**config.mk**
```make
export PLATFORM = sky130hd
export DESIGN_NAME = present_key_schedule
export DESIGN_NICKNAME = d
export VERILOG_FILES = /design/src/rtl/present_pkg.sv /design/src/rtl/present_key_update.sv /design/src/rtl/present_key_schedule.sv
export SDC_FILE = /design/constraint.sdc
export NUM_CORES = 1
export LEC_CHECK = 0
export CORE_ASPECT_RATIO = 1.2
export CORE_MARGIN = 2
export CORE_UTILIZATION = 48
export CTS_CLUSTER_SIZE = 20
export DETAILED_ROUTE_END_ITERATION = 10
export PLACE_DENSITY_LB_ADDON = 0.15
export SLEW_MARGIN = 25
export SYNTH_ARGS = -nofsm -noshare
export SYNTH_HDL_FRONTEND = slang
export SYNTH_SLANG_ARGS = --single-unit
```
**constraint.sdc**
```tcl
create_clock -name inClk -period 6.1 [get_ports inClk]
set_input_delay 1.83 -clock inClk [delete_from_list [all_inputs] [get_ports inClk]]
set_output_delay 1.83 -clock inClk [all_outputs]
set_load 0.005 [all_outputs]
```
**src/rtl/present_pkg.sv**
```systemverilog
// present_pkg: shared PRESENT-80 constants, S-box table and key-schedule state encoding.
package present_pkg;
    localparam int KEY_W   = 80;
    localparam int RKEY_W  = 64;
    localparam int ROUND_W = 6;
    localparam logic [3:0] PRESENT_SBOX [0:15] = '{
        4'hC, 4'h5, 4'h6, 4'hB, 4'h9, 4'h0, 4'hA, 4'hD,
        4'h3, 4'hE, 4'hF, 4'h8, 4'h4, 4'h7, 4'h1, 4'h2
    };
    typedef enum logic [1:0] {IDLE, STEP, RUN, DONE} state_e;
endpackage

```
**src/rtl/present_key_update.sv**
```systemverilog
// present_key_update: one combinational PRESENT-80 key-schedule update (rotate, S-box, counter XOR).
module present_key_update
    import present_pkg::*;
(
    input  logic [KEY_W-1:0] key_i,
    input  logic [4:0]       round_i,
    output logic [KEY_W-1:0] key_o
);
    logic [KEY_W-1:0] rot;
    always_comb begin
        rot   = {key_i[18:0], key_i[79:19]};
        key_o = {PRESENT_SBOX[rot[79:76]], rot[75:20], rot[19:15] ^ round_i, rot[14:0]};
    end
endmodule

```
**src/rtl/present_key_schedule.sv**
```systemverilog
// present_key_schedule: PRESENT-80 round-key generator with per-request stepping
// and an autonomous fast-forward to K32 for decryption.
module present_key_schedule
    import present_pkg::*;
#(
    parameter int NUM_ROUNDS = 32
) (
    input  logic              inClk,
    input  logic              inRstN,
    input  logic              inKeyValid,
    output logic              outKeyReady,
    input  logic [KEY_W-1:0]  inKey,
    input  logic              inMode,
    input  logic              inNext,
    output logic [KEY_W-1:0]  outKeyState,
    output logic [RKEY_W-1:0] outRoundKey,
    output logic              outRoundKeyValid,
    output logic [ROUND_W-1:0] outRound,
    output logic [RKEY_W-1:0] outLastKey,
    output logic              outDone
);
    localparam logic [ROUND_W-1:0] LAST_UPD = ROUND_W'(NUM_ROUNDS - 1);

    state_e               state_q, state_d;
    logic [KEY_W-1:0]     key_q, key_d, key_upd;
    logic [ROUND_W-1:0]   round_q, round_d;
    logic [RKEY_W-1:0]    last_q, last_d;
    logic                 valid_q, valid_d;
    logic                 done_q, done_d;
    logic                 accept;

    present_key_update u_upd (
        .key_i   (key_q),
        .round_i (round_q[4:0]),
        .key_o   (key_upd)
    );

    assign outKeyReady      = state_q != RUN;
    assign accept           = inKeyValid && outKeyReady;
    assign outKeyState      = key_q;
    assign outRoundKey      = key_q[79:16];
    assign outRoundKeyValid = valid_q;
    assign outRound         = round_q;
    assign outLastKey       = last_q;
    assign outDone          = done_q;

    // A reload always wins over an advance; the counter stops at NUM_ROUNDS by leaving for DONE.
    always_comb begin
        state_d = state_q;
        key_d   = key_q;
        round_d = round_q;
        last_d  = last_q;
        if (accept) begin
            state_d = inMode ? RUN : STEP;
            key_d   = inKey;
            round_d = ROUND_W'(1);
        end else if ((state_q == STEP && inNext) || state_q == RUN) begin
            key_d   = key_upd;
            round_d = round_q + ROUND_W'(1);
            if (round_q == LAST_UPD) begin
                last_d  = key_upd[79:16];
                state_d = DONE;
            end
        end
        valid_d = state_d == STEP || state_d == DONE;
        done_d  = state_d == DONE;
    end

    always_ff @(posedge inClk or negedge inRstN) begin
        if (!inRstN) begin
            state_q <= IDLE;
            key_q   <= '0;
            round_q <= '0;
            last_q  <= '0;
            valid_q <= 1'b0;
            done_q  <= 1'b0;
        end else begin
            state_q <= state_d;
            key_q   <= key_d;
            round_q <= round_d;
            last_q  <= last_d;
            valid_q <= valid_d;
            done_q  <= done_d;
        end
    end
endmodule
```
==> impl_metrics.ini, run 1 <==
[run_status]
status = complete, no violations

[routing]
avgViaCountPerCell = 5.78
drc = 0
routedWlPerCell_um = 22.9
ant_nets = 0
firstDrtPassIters = 5
wl_mm = 23.3
num_vias = 5887
drtIter0Drc = 446

[cells_and_area]
area_growth_pct = 35.4
drive_above_1_share_pct = 11.5
nNetsFinal = 887
final_core_util_pct = 66.7
nFillCells = 1172

[flow_run]
max_cap_violations = 0

[logic_synthesis]
synth_commonest_cells = dfrtp_1 (153), buf_4 (135), a221o_1 (67), and3_1 (67), mux2_2 (46)
ys_types = 42
syn_area_per_cell_um2 = 11.8
synth_xor_area_share_pct = 0.682
synthTopCellsByArea = dfrtp_1 (50%), buf_4 (13%), a221o_1 (8.7%)
synth_nets = 742
synthArstFlopShare_pct = 100
synthesis.area_mm2 = 0.00770
syn_inst = 651
synth_edf_count = 0
synth_most_common_cell = dfrtp_1
synth_top_family_by_area = buffers and inverters
yosys.area.top_type = dfrtp_1
synth.mux.area_fraction_pct = 10.5
yosysWarnings = 0
synth-simple-area-share_pct = 8.56
ys_seq_elements = 153
synth_top_cell_area_share_pct = 49.7
synth-adder-area-share_pct = 0.974
yosys_most_used_dff = dfrtp_1
synth_compound_area_share_pct = 12.7
yosysSeqAreaShare_pct = 49.7

[power_and_ir_drop]
power_density_mw_per_mm2 = 533
total_leakage_power_uw = 0.00472
ir_drop_mv = 0.397
fin_total_pwr_uw = 5560

[worst_setup_path]
critPathLaunchType = input port
crit_family = buffers and inverters
path_cells = clkdlybuf4s50_1 > nand4bb_4 > a211oi_4 > buf_4 > mux2_2
cp.buffers_inverters = 2
arrival_ps = 4090
slowest_delay_ps = 710
worstPathRequired_ps = 6400
critPathSlowestCell = buf_4
cp_max_fo = 64
critical_path_class = input port to register
end_kind = register

[hold_path]
hp-class = register to register

[die]
start_util_pct = 49.3
die_area_mm2 = 0.0171
fp.dieH_um = 143
coreArea_mm2 = 0.0156
die_x_um = 120
io-pin-count = 302
rows = 50

[global_routing]
grt.overflow.total = 0
grt_pass1_vias = 5949
grt_start_max_net_pins = 114
grt_use_total_pct = 26.8
grt_pass1_wl_mm = 34.7
antenna_found_initial = 1

[clocking]
clkTransAtPathRegs_ps = 60
post_cts_buffers = 0
clock-sinks = 153
htreeDepth = 4
clock_latency_ps = 420
holdBufCountCts = 0
clockBufferDepth = 2
ctsResizeCount = 0
numCtsBuffers = 17
cts_tree = yes
cts_root_buffer = clkbuf_16

[place]
dp_hpwl_mm = 15.7
place.gp.congestion = 0.844
io_buffers = 301

[sta]
hold_viol_final = 0
worstMarginPinSlew_ps = 964
fin_tns_setup_ps = 0
period_share_pct = 62.1
rsz0062_at_grt = false
setup_viol = 0
slew_violations = 0
finalClockSkew_ps = 8.79
period_minus_slack_ps = 3790
slew_headroom_pct = 35.7
fmax_ghz = 0.264
==> worst paths after layout <==
path | from | endpoint | slack [ps] | cells after the start
min | outLastKey[28] | outLastKey[28] | 490 | 1
max in group asynchronous | inRstN | outKeyState[31] | 3410 | 2
max reg2reg | register | outKeyState[66] | 2880 | 7
min reg2reg | outLastKey[28] | outLastKey[28] | 490 | 1
max | inNext | outLastKey[39] | 2310 | 5
min in group asynchronous | inRstN | outLastKey[30] | 1520 | 1
==> cell type report <==
type / instances / area [µm²] / share of cell area, %
diodes: 1 / 2.50 / 0.0240
multi-input cells: 301 / 2580 / 24.8
clock buffers: 21 / 460 / 4.41
repair buffers: 309 / 3070 / 29.5
well taps: 208 / 260 / 2.50
inverters: 14 / 52.6 / 0.504
clock inverters: 11 / 170 / 1.63
flip-flops and latches: 153 / 3830 / 36.7
==> layout by cell type, fill, tap and decap left out, drive strengths merged, types with 2 or more instances in the layout <==
cell type      netlist  routed
clkdlybuf4s50        0     299
dfrtp              153     153
and3                67      67
a221o               67      67
mux2                61      61
clkbuf              33      22
nand3               16      16
inv                 14      14
o21ai               12      12
a31oi               10      10
buf                150       9
nor4                 8       8
mux2i                8       8
a21oi                6       6
ha                   6       6
xor2                 4       4
o221ai               4       4
a21o                 4       4
bufinv               0       4
nand2                4       4
clkinv               0       4
clkinvlp             0       3
nor2b                2       2
o21bai               2       2
xnor2                2       2
mux4                 2       2
nor3                 2       2
==> power by group <==
part	leakage, µW	total [µW]	switching [µW]	internal, µW
Combinational	0.00248	2400	822	1580
Clock	0.000299	1120	411	706
Sequential	0.00194	2040	603	1440
==> metal layers <==
metal | GRT usage [%] | vias to the layer above | wire [µm]
met5 | 0 | - | 0
met3 | 6.91 | 41 | 1770
met4 | 9.78 | 0 | 631
met2 | 46.4 | 327 | 12000
met1 | 32.3 | 2975 | 8900
li1 | - | 2544 | -
==> sequential cells by signal (all words and copies together) (netlist names), named ones only <==
register     flops
state_q          1
outKeyState     80
outRound         6
outDone          1
outLastKey      64
==> cell families (layout without fill, tap and decap cells) <==
logic type               count (synthesis)  count (layout)
flip-flops                             153             153
multiplexers                            71              71
AND/OR/NAND/NOR                        106             106
XOR/XNOR                                 6               6
AO/OA/AOI/OAI                          112             112
buffers and inverters                  197             355
adder cells (fa/ha/maj)                  6               6
other                                    0               1
==> worst register-to-register path, stage by stage, from the launching register on <==
cell     delay (ps)
dfrtp_1         450
nor2b_1         170
buf_4           220
inv_2            80
buf_4           670
nand2_2         660
buf_4           480
a221o_1         360
==> metrics by stage <==
stage	worst slack [ps]	hold slack, ps	cells	cell area, µm²
floorplan	2680	483	651	7700
global placement	2000	468	985	9790
detailed placement	1930	474	985	9790
CTS	2360	488	1017	10400
global route	2250	512	1017	10400
finish	2310	488	1018	10400
(Power assumes the default switching activity.)
==> inputs of run 2 (changes only) <==
Settings changed: CORE_UTILIZATION 48 to 44.
Clock period 6.1 ns to 3.6 ns, I/O delays scaled along.
==> run 2 against run 1 <==
  * Sequential power rose by 67%
  * First-iteration DRC count fell by 28%
  * Design area rose by 0.61%
  * Total power rose by 68%
  * Die area rose by 8.8%
  * Critical endpoint is now outKeyReady
  * Largest power group unchanged
  * Highest routed layer unchanged
==> impl_metrics.ini, run 2 (same netlist as run 1, synthesis figures left out) <==
[worst_setup_path]
rr_worst_depth = 5
critical_path_class = register to output port
reg2reg_to = outKeyState[49]
worstReg2RegStart = state_q[0]
end_kind = output port
arrival_ps = 2110
critPathLaunchType = register
r2r_setup_slack_ps = 1250
cp_max_fo = 26
worstPathRequired_ps = 2520
crit_path_start = state_q[0]
crit_end = outKeyReady

[clocking]
clockBufferDepth = 2
cts_tree = yes
post_cts_buffers = 0
clkTransAtPathRegs_ps = 60
htreeDepth = 4
cts_root_buffer = clkbuf_16
holdBufCountCts = 0
numCtsBuffers = 17
clock-sinks = 153
ctsResizeCount = 0
clock_latency_ps = 420

[sta]
period_share_pct = 88.5
hold_viol_final = 0
finalClockSkew_ps = 6.24
fmax_ghz = 0.314
worstMarginPinSlew_ps = 667
postLayoutSetupSlackWorst_ps = 413
setup_viol = 0
rsz0062_at_grt = false
fin_tns_setup_ps = 0
period_minus_slack_ps = 3190
slew_headroom_pct = 55.6
slew_violations = 0

[cells_and_area]
largest_reg_flops = 80
area_growth_pct = 36.2
multi_input_area_mm2 = 0.00258
nNetsFinal = 892
drive_above_1_share_pct = 11.9
final_core_util_pct = 60.6
antenna_cells = 0
nFillCells = 1395
sequential_cell_area_mm2 = 0.00383
final_cell_mix = clkdlybuf4s50_1 (299), dfrtp_1 (153), and3_1 (67), a221o_1 (67), mux2_2 (46)
final_common_cell = clkdlybuf4s50_1

[place]
place.gp.congestion = 0.869
pre_cts_ws_ps = 414
io_buffers = 301
dp_hpwl_mm = 16.2

[routing]
firstDrtPassIters = 4
drc = 0
num_vias = 5817
ant_nets = 0
avgViaCountPerCell = 5.63
drtIter0Drc = 322
wl_mm = 22.8
routedWlPerCell_um = 22.1

[power_and_ir_drop]
total_leakage_power_uw = 0.00476
fin_total_pwr_uw = 9350
ir_drop_mv = 0.436
power_density_mw_per_mm2 = 891

[run_status]
status = complete, no violations

[die]
coreArea_mm2 = 0.0173
fp.dieH_um = 149
die_area_mm2 = 0.0186
rows = 53
die_x_um = 125
start_util_pct = 44.5
io-pin-count = 302

[global_routing]
grt_pass1_vias = 5979
antenna_found_initial = 0
grt.overflow.total = 0
grt_start_max_net_pins = 100
grt_use_total_pct = 24.4
grt_pass1_wl_mm = 35.1

[hold_path]
hp-class = register to register

[flow_run]
max_cap_violations = 0
==> run 2: worst min path at each step <==
stage | start | end | slack (ps) | cells after the start
floorplan | outLastKey[10] | outLastKey[10] | 480 | 1
global placement | outLastKey[13] | outLastKey[13] | 470 | 1
detailed placement | outLastKey[13] | outLastKey[13] | 480 | 1
CTS | outLastKey[13] | outLastKey[13] | 490 | 1
global route | outLastKey[17] | outLastKey[17] | 510 | 1
finish | outLastKey[13] | outLastKey[13] | 480 | 1
==> run 2: cell type report <==
cell class | instances | share of cell area, %
Sequential cell | 153 | 36.5
Timing Repair Buffer | 314 | 30.0
Multi-Input combinational cell | 301 | 24.6
Clock buffer | 19 | 4.13
Tap cell | 220 | 2.62
Clock inverter | 12 | 1.68
Inverter | 14 | 0.501
==> run 2: per-stage QoR <==
stage                     instance area [µm²]  hold slack, ps  cells
after floorplan                          7700             483    651
after global placement                   9880             467   1002
after detailed placement                 9880             476   1002
after CTS                               10500             489   1033
after global routing                    10500             515   1033
final                                   10500             481   1033
==> run 2: layer usage <==
layer  wire [µm]  GRT usage, %
met4         415          7.25
met3        1400          5.27
met2       11800          42.6
met5           0             0
met1        9170          30.7
==> run 2: critical path: stages, from the launching register on <==
cell	delay, ps
dfrtp_1	530
nor2b_1	120
inv_2	420
clkdlybuf4s50_1	620
==> run 2: power by group <==
part | internal [µW] | switching, µW
Sequential | 2440 | 977
Combinational | 2700 | 1380
Clock | 1150 | 698
